[config.mk]
export PLATFORM = sky130hd
export DESIGN_NAME = alu_muldiv_seq
export DESIGN_NICKNAME = d
export VERILOG_FILES = /design/src/rtl/alu_seq_pkg.sv /design/src/rtl/alu_seq_shreg.sv /design/src/rtl/alu_muldiv_seq.sv
export SDC_FILE = /design/constraint.sdc
export NUM_CORES = 1
export LEC_CHECK = 0
export CORE_ASPECT_RATIO = 1.4
export CORE_MARGIN = 2
export CORE_UTILIZATION = 44
export DETAILED_ROUTE_END_ITERATION = 6
export GPL_TIMING_DRIVEN = 0
export HOLD_SLACK_MARGIN = 0.08
export PLACE_DENSITY = 0.87
export SYNTH_ARGS = -nofsm -noshare
export SYNTH_HDL_FRONTEND = slang
export SYNTH_SLANG_ARGS = --single-unit
[constraint.sdc]
create_clock -name clk -period 2.5 [get_ports clk]
set_input_delay 0.5 -clock clk [delete_from_list [all_inputs] [get_ports clk]]
set_output_delay 0.5 -clock clk [all_outputs]
set_load 0.01 [all_outputs]
[src/rtl/alu_seq_pkg.sv]
// Shared types and constants for the ALU-driven multiply/divide sequencer.
package alu_seq_pkg;

    typedef enum logic [1:0] {
        IDLE = 2'd0,
        MUL  = 2'd1,
        DIV  = 2'd2,
        DONE = 2'd3
    } state_e;

    typedef enum logic [1:0] {
        SH_HOLD = 2'd0,
        SH_LOAD = 2'd1,
        SH_SHR  = 2'd2,
        SH_SHL  = 2'd3
    } sh_mode_e;

    localparam logic [2:0] ALU_OP_ADDSUB = 3'b000;
    localparam logic       ALU_CTRL_ADD  = 1'b0;
    localparam logic       ALU_CTRL_SUB  = 1'b1;
    localparam logic       OP_MUL        = 1'b0;
    localparam logic       OP_DIV        = 1'b1;

endpackage

[src/rtl/alu_seq_shreg.sv]
// 64-bit hi/lo working register: parallel load, multiply right-shift with
// carry-in, divide left-shift with new remainder and quotient bit.
module alu_seq_shreg
    import alu_seq_pkg::*;
(
    input  logic        clk,
    input  logic        rst_n,
    input  sh_mode_e    mode,
    input  logic [31:0] ld_hi,
    input  logic [31:0] ld_lo,
    input  logic        carry,
    input  logic [31:0] sum,
    input  logic [31:0] new_rem,
    input  logic        qbit,
    output logic [31:0] hi,
    output logic [31:0] lo
);

    // Working register update
    always_ff @(posedge clk) begin
        if (!rst_n) begin
            hi <= 32'h0000_0000;
            lo <= 32'h0000_0000;
        end else begin
            case (mode)
                SH_LOAD: begin
                    hi <= ld_hi;
                    lo <= ld_lo;
                end
                SH_SHR: begin
                    hi <= {carry, sum[31:1]};
                    lo <= {sum[0], lo[31:1]};
                end
                SH_SHL: begin
                    hi <= new_rem;
                    lo <= {lo[30:0], qbit};
                end
                default: begin
                    hi <= hi;
                    lo <= lo;
                end
            endcase
        end
    end

endmodule

[src/rtl/alu_muldiv_seq.sv]
// Multi-cycle 32x32 multiply / 32/32 restoring divide driving an external ALU.
// Divide support is compiled in when ALU_MULDIV_DIV_EN is defined.
module alu_muldiv_seq
    import alu_seq_pkg::*;
#(
    parameter int ITERS = 32
) (
    input  logic        clk,
    input  logic        rst_n,
    input  logic        req_valid,
    output logic        req_ready,
    input  logic        req_op,
    input  logic [31:0] req_a,
    input  logic [31:0] req_b,
    output logic        rsp_valid,
    input  logic        rsp_ready,
    output logic [31:0] rsp_hi,
    output logic [31:0] rsp_lo,
    output logic        rsp_err,
    output logic        alu_en,
    output logic [31:0] alu_srca,
    output logic [31:0] alu_srcb,
    output logic [2:0]  alu_opcode,
    output logic        alu_ctrl,
    input  logic [31:0] alu_result,
    input  logic        alu_carry
);

    state_e      state_r, state_s;
    logic [4:0]  cnt_r, cnt_s;
    logic [31:0] a_r, a_s;
`ifdef ALU_MULDIV_DIV_EN
    logic [31:0] b_r, b_s;
`endif
    logic        err_r, err_s;
    sh_mode_e    sh_mode_s;
    logic [31:0] ld_hi_s, ld_lo_s, new_rem_s;
    logic        qbit_s;
    logic [31:0] sh_hi_s, sh_lo_s;
    logic        last_s;

    assign last_s     = (cnt_r == 5'(ITERS - 1));
    assign alu_opcode = ALU_OP_ADDSUB;
    assign req_ready  = (state_r == IDLE);
    assign rsp_valid  = (state_r == DONE);
    assign rsp_hi     = (state_r == DONE) ? sh_hi_s : 32'h0000_0000;
    assign rsp_lo     = (state_r == DONE) ? sh_lo_s : 32'h0000_0000;
    assign rsp_err    = (state_r == DONE) ? err_r : 1'b0;

    alu_seq_shreg u_shreg (
        .clk     (clk),
        .rst_n   (rst_n),
        .mode    (sh_mode_s),
        .ld_hi   (ld_hi_s),
        .ld_lo   (ld_lo_s),
        .carry   (alu_carry),
        .sum     (alu_result),
        .new_rem (new_rem_s),
        .qbit    (qbit_s),
        .hi      (sh_hi_s),
        .lo      (sh_lo_s)
    );

    // Sequencer state, counter and latched operands
    always_ff @(posedge clk) begin
        if (!rst_n) begin
            state_r <= IDLE;
            cnt_r   <= 5'd0;
            a_r     <= 32'h0000_0000;
`ifdef ALU_MULDIV_DIV_EN
            b_r     <= 32'h0000_0000;
`endif
            err_r   <= 1'b0;
        end else begin
            state_r <= state_s;
            cnt_r   <= cnt_s;
            a_r     <= a_s;
`ifdef ALU_MULDIV_DIV_EN
            b_r     <= b_s;
`endif
            err_r   <= err_s;
        end
    end

    // Next state, working-register control and ALU operand muxing
    always_comb begin
        state_s   = state_r;
        cnt_s     = cnt_r;
        a_s       = a_r;
`ifdef ALU_MULDIV_DIV_EN
        b_s       = b_r;
`endif
        err_s     = err_r;
        sh_mode_s = SH_HOLD;
        ld_hi_s   = 32'h0000_0000;
        ld_lo_s   = 32'h0000_0000;
        new_rem_s = 32'h0000_0000;
        qbit_s    = 1'b0;
        alu_en    = 1'b0;
        alu_srca  = 32'h0000_0000;
        alu_srcb  = 32'h0000_0000;
        alu_ctrl  = ALU_CTRL_ADD;
        case (state_r)
            IDLE: begin
                if (req_valid) begin
                    a_s       = req_a;
                    cnt_s     = 5'd0;
                    err_s     = 1'b0;
                    sh_mode_s = SH_LOAD;
                    if (req_op == OP_MUL) begin
                        ld_lo_s = req_b;
                        state_s = MUL;
                    end else begin
`ifdef ALU_MULDIV_DIV_EN
                        b_s = req_b;
                        if (req_b == 32'h0000_0000) begin
                            err_s   = 1'b1;
                            ld_hi_s = req_a;
                            ld_lo_s = 32'hFFFF_FFFF;
                            state_s = DONE;
                        end else begin
                            ld_lo_s = req_a;
                            state_s = DIV;
                        end
`else
                        err_s   = 1'b1;
                        state_s = DONE;
`endif
                    end
                end else begin
                    state_s = IDLE;
                end
            end
            MUL: begin
                alu_en    = 1'b1;
                alu_srca  = sh_hi_s;
                alu_srcb  = sh_lo_s[0] ? a_r : 32'h0000_0000;
                alu_ctrl  = ALU_CTRL_ADD;
                sh_mode_s = SH_SHR;
                cnt_s     = cnt_r + 5'd1;
                state_s   = last_s ? DONE : MUL;
            end
`ifdef ALU_MULDIV_DIV_EN
            DIV: begin
                // Bit shifted out of rem makes t >= 2^32 > b, so subtract regardless
                alu_en    = 1'b1;
                alu_srca  = {sh_hi_s[30:0], sh_lo_s[31]};
                alu_srcb  = b_r;
                alu_ctrl  = ALU_CTRL_SUB;
                qbit_s    = sh_hi_s[31] | alu_carry;
                new_rem_s = qbit_s ? alu_result : alu_srca;
                sh_mode_s = SH_SHL;
                cnt_s     = cnt_r + 5'd1;
                state_s   = last_s ? DONE : DIV;
            end
`endif
            DONE: begin
                if (rsp_ready) begin
                    state_s = IDLE;
                end else begin
                    state_s = DONE;
                end
            end
            default: begin
                state_s = IDLE;
            end
        endcase
    end

endmodule

==> reports/results.tsv <==
metric	value	unit
cp_slowest_cell	clkdlybuf4s50_1	
row_count	44	
crit_family	buffers and inverters	
wl_per_cell	17.19	µm
initial_utilization	0.4542	
required	2000	ps
slew_headroom	0.6360	
period_share	0.9775	
ys_seq_area_frac	0.4382	
finalSetupViolations	0	
worstPathArrival	1940	ps
via_per_inst	5.423	
swShare	0.2663	
core-area	0.01046	mm²
ir_drop	0.3767	mV
hold_class	reg -> reg	
final_nets	911	
finalClockSkew	6.458	ps
antenna_found_initial	0	
critPathMaxFanout	10	
detailedPlace.worstSlack	-206.4	ps
diodes	0	
intPower	2.773	mW
boundaryPins	238	
clock_latency	340	ps
total_power	3.780	mW
dpl-instance-area	0.007267	mm²
outcome	complete, no violations	
instances_no_fill	950	
cts_buffers	9	
max_slew.worst_pin.slew	544.9	ps
clkPwrFrac	0.334	
holdBufCountCts	0	
route.vias.total	5152	
fmax	409.2	MHz
switchingPower	1.007	mW
pwr-share-seq	0.481	
clock-sinks	104	
ys_seq_elements	104	
htreeDepth	3	
p_leak	3.763	nW
setup_slack	56.26	ps
yosys_warnings	0	
crit_type	reg -> out	
synth_area	0.004751	mm²
drtIter0Drc	200	
min_period	2444	ps
ant_nets	0	
start_kind	flop	
die_x	91.82	µm
drc_errors	0	
syn_inst	558	
first_global_vias	5028	
io_buffers	233	
die_area	0.01166	mm²
final_util	0.7281	
end_kind	primary output	
cp_num_buf_inv	3	
grt_max_degree	17	
gp_congestion	0.8399	
grt_use_total	0.2674	
grt.overflow.total	0	
cts_root_buf	clkbuf_16	
yosys.cell_types.count	31	
area_growth	60.31	%
clockBufferDepth	2	
final-hold-violation-count	0	
drt_pass1_iterations	5	
comb_power_share	0.185	
dp.cells	932	
dpl.hpwl	12360	µm
die_y	126.9	µm
syn_avg_cell_area	8.514	µm²
p_per_area	496.3	mW/mm²
max_stage_delay	550	ps
design_area	0.007616	mm²
wl	16330	µm
cts.clk_slew.worst_paths	60	ps
grt_pass1_wl	25120	µm
final_max_slew_viol_count	0	
maxCapViolations	0	
path_cells	buf_6 -> nor2b_4 -> buf_2 -> and2_1 -> clkdlybuf4s50_1	
drive_above_1_share	0.1084	
cts_tree	done	
==> cell usage in the layout (no fill, tap or decap), types with 5 or more instances in the layout <==
master and n:
and2_1 33, nand2_1 66, a21oi_1 37, dlymetal6s2s_1 11
clkbuf_4 6, buf_6 8, and3_1 130, dfxtp_1 103
buf_2 5, nor2_1 36, clkbuf_16 9, a22oi_1 34
clkbuf_2 7, clkbuf_1 28, buf_4 11, dlygate4sd2_1 39
clkdlybuf4s50_1 183, a221o_2 29
==> metrics by stage <==
stage          setup TNS [ps]  hold slack [ps]
2_1_floorplan               0            431.9
3_3_place_gp            -5925            437.8
3_5_place_dp            -9262            442.3
4_1_cts                     0            451.2
5_1_grt                -5.390            469.6
6_report                    0            452.3
==> path summary, 6_finish.rpt <==
check | from | to | slack, ps | depth (start not counted)
worst max-delay path | state_r[0] | alu_srca[30] | 60 | 5
worst min-delay path | a_r[19] | a_r[19] | 450 | 2
worst max register to register | state_r[0] | u_shreg.hi[13] | 600 | 5
worst min register to register | a_r[19] | a_r[19] | 450 | 2
==> synth_stat cells, drive strengths merged <==
| master | instances | share of area |
|---|---|---|
| o21bai | 1 | 0.0016 |
| or3b | 2 | 0.0037 |
| a211oi | 1 | 0.0016 |
| buf | 17 | 0.026 |
| mux2i | 1 | 0.0021 |
| nand3 | 4 | 0.0042 |
| nand3b | 1 | 0.0016 |
| and3 | 130 | 0.17 |
| a21oi | 37 | 0.039 |
| a221oi | 1 | 0.0018 |
| nand2b | 1 | 0.0013 |
| and3b | 1 | 0.0018 |
| nand2 | 66 | 0.052 |
| clkbuf | 48 | 0.038 |
| nor2b | 1 | 0.0013 |
| and2 | 33 | 0.043 |
| nor3 | 1 | 0.0034 |
| dfxtp | 104 | 0.44 |
| inv | 2 | 0.0016 |
| conb | 1 | 0.00079 |
| ha | 2 | 0.0053 |
| nor2 | 36 | 0.028 |
| nor3b | 1 | 0.0026 |
| a221o | 32 | 0.075 |
| a22oi | 34 | 0.054 |
==> routing by layer <==
metal / track usage / vias to the layer above / share of wire
met5: 0 / - / 0
met4: 0.09921 / 0 / 0.026
met3: 0.04869 / 33 / 0.059
met2: 0.4922 / 202 / 0.53
met1: 0.3052 / 2443 / 0.39
li1: - / 2474 / -
==> timing repair <==
item	in CTS	in global routing
resized for setup	68	27
setup endpoints to repair	127	65
setup buffers	6	0
==> cell families (layout without fill, tap and decap cells) <==
family	Yosys count	in the layout	share of synthesized area
adders and majority gates	2	2	0.005266
and+or+nand+nor	277	277	0.3153
AOI/OAI and AO/OA	106	106	0.1728
DFF	104	104	0.4382
buffers and inverters	67	318	0.06558
other	1	4	0.0007893
muxes	1	1	0.002107
==> final cells by class <==
cell class,count,area [µm²]
inverters,2,7.507
fillers,830,2844
clock buffers,10,229.0
clock inverters,6,36.28
well taps,138,172.7
plain buffers,61,355.3
repair buffers,239,2356
multi-input cells,390,2376
flip-flops and latches,104,2083
==> registers in the layout, indices dropped and copies added (netlist names) <==
name,cells
a_r,32
u_shreg.hi,32
u_shreg.lo,32
cnt_r,5
state_r,2
err_r,1
==> worst register-to-register path: stages (launching register included) <==
cell and delay, ps:
dfxtp_2 330, o21bai_1 460, clkbuf_1 400, clkbuf_1 400, a22oi_1 150, nor2_1 110
==> power by group through the flow <==
stage	clock network [mW]	logic [mW]	registers, mW
floorplan	0	0.344	1.83
global placement	0	0.644	1.84
detailed placement	0	0.664	1.85
CTS	1.29	0.698	1.81
global route	1.35	0.761	1.83
finish	1.26	0.700	1.82
No activity file was read; power rests on OpenSTA's default activity.
